File: config.mk
export PLATFORM = sky130hd
export DESIGN_NAME = hamming_secded_decoder
export DESIGN_NICKNAME = d
export VERILOG_FILES = /design/src/rtl/hamming_secded_decoder.sv
export SDC_FILE = /design/constraint.sdc
export NUM_CORES = 1
export LEC_CHECK = 0
export CAP_MARGIN = 20
export CELL_PAD_IN_SITES_DETAIL_PLACEMENT = 2
export CELL_PAD_IN_SITES_GLOBAL_PLACEMENT = 2
export CORE_MARGIN = 10
export CORE_UTILIZATION = 36
export CTS_BUF_LIST = sky130_fd_sc_hd__clkbuf_4 sky130_fd_sc_hd__clkbuf_8
export DETAILED_ROUTE_END_ITERATION = 6
export DONT_BUFFER_PORTS = 1
export PLACE_DENSITY = 0.83
export RECOVER_POWER = 100
export SYNTH_ARGS = -nofsm -noshare
export SYNTH_HDL_FRONTEND = slang
export SYNTH_SLANG_ARGS = --single-unit
File: constraint.sdc
create_clock -name clk -period 5.3 [get_ports clk]
set_input_delay 0.795 -clock clk [delete_from_list [all_inputs] [get_ports clk]]
set_output_delay 0.795 -clock clk [all_outputs]
set_load 0.05 [all_outputs]
File: src/rtl/hamming_secded_decoder.sv
// Registered SECDED decoder for the extended Hamming (16,11) code, one word per cycle.
// Optional saturating error counters are built when HAMMING_ERR_CNT_EN is defined.
module hamming_secded_decoder #(
    parameter int unsigned CNT_W = 16
) (
    input  logic             clk,
    input  logic             rst_n,
    input  logic             in_valid,
    input  logic [15:0]      in_code,
    output logic             out_valid,
    output logic [10:0]      out_data,
    output logic [15:0]      out_code,
    output logic [3:0]       out_syndrome,
    output logic             out_single_err,
    output logic             out_double_err,
    input  logic             cnt_clr,
    output logic [CNT_W-1:0] single_cnt,
    output logic [CNT_W-1:0] double_cnt
);

    logic [3:0]  syndrome;
    logic        parity;
    logic [15:0] corr_code;
    logic        single_err;
    logic        double_err;

    logic        valid_q, valid_d;
    logic [10:0] data_q, data_d;
    logic [15:0] code_q, code_d;
    logic [3:0]  syn_q, syn_d;
    logic        single_q, single_d;
    logic        double_q, double_d;

    always_comb begin
        syndrome = 4'd0;
        for (int i = 1; i < 16; i++) begin
            if (in_code[i]) begin
                syndrome = syndrome ^ 4'(i);
            end
        end
        parity = ^in_code;
    end

    // A zero syndrome with odd parity means the overall parity bit itself flipped.
    always_comb begin
        corr_code  = in_code;
        single_err = parity;
        double_err = !parity && (syndrome != 4'd0);
        if (parity) begin
            corr_code[syndrome] = ~in_code[syndrome];
        end
    end

    always_comb begin
        valid_d  = in_valid;
        data_d   = data_q;
        code_d   = code_q;
        syn_d    = syn_q;
        single_d = single_q;
        double_d = double_q;
        if (in_valid) begin
            data_d   = {corr_code[15:9], corr_code[7:5], corr_code[3]};
            code_d   = corr_code;
            syn_d    = syndrome;
            single_d = single_err;
            double_d = double_err;
        end
    end

    always_ff @(posedge clk) begin
        if (!rst_n) begin
            valid_q  <= 1'b0;
            data_q   <= '0;
            code_q   <= '0;
            syn_q    <= '0;
            single_q <= 1'b0;
            double_q <= 1'b0;
        end else begin
            valid_q  <= valid_d;
            data_q   <= data_d;
            code_q   <= code_d;
            syn_q    <= syn_d;
            single_q <= single_d;
            double_q <= double_d;
        end
    end

    assign out_valid      = valid_q;
    assign out_data       = data_q;
    assign out_code       = code_q;
    assign out_syndrome   = syn_q;
    assign out_single_err = single_q;
    assign out_double_err = double_q;

`ifdef HAMMING_ERR_CNT_EN
    logic [CNT_W-1:0] single_cnt_q, single_cnt_d;
    logic [CNT_W-1:0] double_cnt_q, double_cnt_d;

    always_comb begin
        single_cnt_d = single_cnt_q;
        double_cnt_d = double_cnt_q;
        if (cnt_clr) begin
            single_cnt_d = '0;
            double_cnt_d = '0;
        end else if (in_valid) begin
            if (single_err && (single_cnt_q != '1)) begin
                single_cnt_d = single_cnt_q + 1'b1;
            end
            if (double_err && (double_cnt_q != '1)) begin
                double_cnt_d = double_cnt_q + 1'b1;
            end
        end
    end

    always_ff @(posedge clk) begin
        if (!rst_n) begin
            single_cnt_q <= '0;
            double_cnt_q <= '0;
        end else begin
            single_cnt_q <= single_cnt_d;
            double_cnt_q <= double_cnt_d;
        end
    end

    assign single_cnt = single_cnt_q;
    assign double_cnt = double_cnt_q;
`else
    logic unused_cnt_clr;
    assign unused_cnt_clr = cnt_clr;
    assign single_cnt     = '0;
    assign double_cnt     = '0;
`endif

endmodule

==> flow_metrics.tcl <==
set metrics [dict create \
    fp.dieH_um 93.71 \
    antenna_found_initial 0 \
    setup_tns_ns 0 \
    critPathLaunchType "input pin" \
    gp_routability_congestion 0.8501 \
    required_ns 5.52 \
    vias_per_cell 5.420 \
    drive_gt1_share_pct 5.164 \
    rsz0062_at_grt "false" \
    worst_setup_path_end_kind "flop" \
    synth_ff_type "dfxtp_1" \
    wl_met3_um 564 \
    hp-class "input pin to flop" \
    yosysWarnings 0 \
    min_period_ns 2.931 \
    ff_latch_area_um2 460.4 \
    crit_path_max_incr_delay_ns 0.57 \
    drt-pass1-iter-count 4 \
    cts.sinks 23 \
    cts.clk_slew.worst_paths_ns 0.09 \
    drtIter0Drc 86 \
    cap_violations 0 \
    multiInputGateArea_mm2 0.001184 \
    diodes 0 \
    final_antenna_net_count 0 \
    cts_resized 0 \
    grt_pass1_wl_mm 9.370 \
    area_growth_pct -8.701 \
    avgSynthCellArea_um2 8.429 \
    post_cts_buffers 0 \
    ys_ff_latch 23 \
    track_usage_pct 13.13 \
    critPathLaunch "in_code[6]" \
    grt_max_degree 43 \
    synthArstFlopShare_pct 0 \
    clock_latency_ns 0.27 \
    finalSetupViolCount 0 \
    m1WireLength_mm 2.376 \
    cpMaxStageDelayCell "xnor3_1" \
    leakagePower_nw 0.7508 \
    cts_made_buffers 3 \
    cts_tree "yes" \
    design_area_mm2 0.001785 \
    routed_wl_mm 5.881 \
    start_util_pct 37.81 \
    netlist_area_mm2 0.001956 \
    cts_max_path_buffers 2 \
    period_share_pct 55.30 \
    hold_buffers 0 \
    nNetsFinal 234 \
    numPortBuffers 0 \
    cp_top_family "XOR/XNOR gates" \
    hold_viol 0 \
    critPathArrivalTime_ns 3.15 \
    synth_seq_area_share_pct 23.54 \
    pwr_density_cell_mw_per_mm2 393.1 \
    tightestPinTransition_ns 0.9900 \
    io_pins 86 \
    rr_startpoint "out_data[10]" \
    dieArea_mm2 0.008781 \
    crit_fanout 6 \
    rows 26 \
    fill_cells 611 \
    synth_edf_count 0 \
    wl_met2_mm 2.909 \
    place_hpwl_mm 4.614 \
    yosysUniqueCellTypes 39 \
    hold_ws_ns 0.6115 \
    synthCells 232 \
    cp.buffers_inverters 0 \
    core_mm2 0.005172 \
    yosysTopAreaCellShare_pct 23.54 \
    status "complete, no violations" \
    h-tree-depth 1 \
    placedInstanceArea_mm2 0.001767 \
    final.setup_skew_ns 0 \
    path_class "input pin to flop" \
    vdd_drop_max_v 0.0001744 \
    fp.dieW_um 93.71 \
    max_slew_margin_pct 33.91 \
    crit_chain "xnor2_1, xnor3_1, xor2_1, nand2_1, or4_1, nand3_1" \
    hold_start "in_valid" \
    grt_pass1_vias 1737 \
    yosys.area.top_type "dfxtp_1" \
    max_freq_ghz 0.3412 \
    drc 0 \
    drv_slew 0 \
    synth_area_leaders "dfxtp_1, buf_4, nand3_1" \
    overflow 0 \
    num_vias 1534 \
    wl_per_cell_um 20.78 \
    highest_layer "met4" \
    ctsRootBufferMaster "clkbuf_8" \
]
## final cells by class
| cell class | instances | area share [%] |
|---|---|---|
| multi-input cells | 184 | 66.29 |
| flip-flops and latches | 23 | 25.79 |
| well taps | 70 | 4.905 |
| clock buffers | 3 | 2.313 |
| inverters | 2 | 0.4205 |
| clock inverters | 1 | 0.2803 |
## cell usage in the layout (no fill, tap or decap), drive strengths merged, types with 2 or more instances in the layout
cell type / instances
a211oi: 3
a21o: 2
a22oi: 2
a31oi: 3
clkbuf: 3
conb: 32
dfxtp: 23
inv: 2
maj3: 2
nand2: 17
nand3: 25
nand4: 10
nor2: 19
o2111ai: 8
o211a: 5
o211ai: 2
o21ai: 9
o22ai: 3
or2: 2
or3: 2
or4: 2
xnor2: 19
xnor3: 3
xor2: 6
## where the power goes
| group | total [W] | switching (W) | internal [W] |
|---|---|---|---|
| combinational | 0.000293 | 0.000206 | 0.0000872 |
| clock | 0.000115 | 0.0000623 | 0.0000526 |
| sequential | 0.000294 | 0.000103 | 0.000191 |
## worst paths after layout
| path | to | slack, ns | depth (start not counted) |
|---|---|---|---|
| max reg2reg | out_data[10] | 3.85 | 2 |
| min reg2reg | out_code[2] | 0.72 | 2 |
| max | out_code[0] | 2.37 | 6 |
| min | out_data[0] | 0.61 | 1 |
## cells by family (layout without fill, tap and decap cells)
logic type               after synthesis  count (layout)  share of synthesized area (%)
AND/OR/NAND/NOR                       79              79                          19.32
buffers and inverters                 56               6                          20.47
AO/OA/AOI/OAI                         42              42                          16.19
XOR/XNOR                              29              29                          19.26
flip-flops                            23              23                          23.54
adder cells (fa/ha/maj)                2               2                          1.024
other                                  1              32                         0.1918
## routing by layer
metal	global-route usage, %	vias to the layer above
met5	0	-
met4	1.899	0
met3	5.675	6
met2	23.56	51
met1	14.19	760
li1	-	717
## per-stage QoR
step	cells	setup slack, ns	power [W]	utilization, %
3_3_place_gp	279	2.525	0.0005853	34.16
5_1_grt	283	2.257	0.0007453	34.52
3_5_place_dp	279	2.472	0.0005964	34.16
6_report	283	2.369	0.0007019	34.52
2_1_floorplan	263	2.664	0.0005698	-
4_1_cts	283	2.728	0.0007158	35.05
## flip-flops by register name, summed over array words and instances, names as in the netlist
register	count
out_syndrome	4
out_double_err	1
out_single_err	1
out_code	5
out_data	11
out_valid	1
## cell usage after synthesis (all sizes together) (3+ instances only)
master / instances
nand3: 25
nand2: 17
o211a: 5
buf: 43
xor2: 6
xnor3: 3
nand4: 10
xnor2: 19
o22ai: 3
o21ai: 9
o2111ai: 8
nor2: 19
dfxtp: 23
a211oi: 3
a31oi: 3
clkbuf: 10
(Power assumes the default switching activity.)
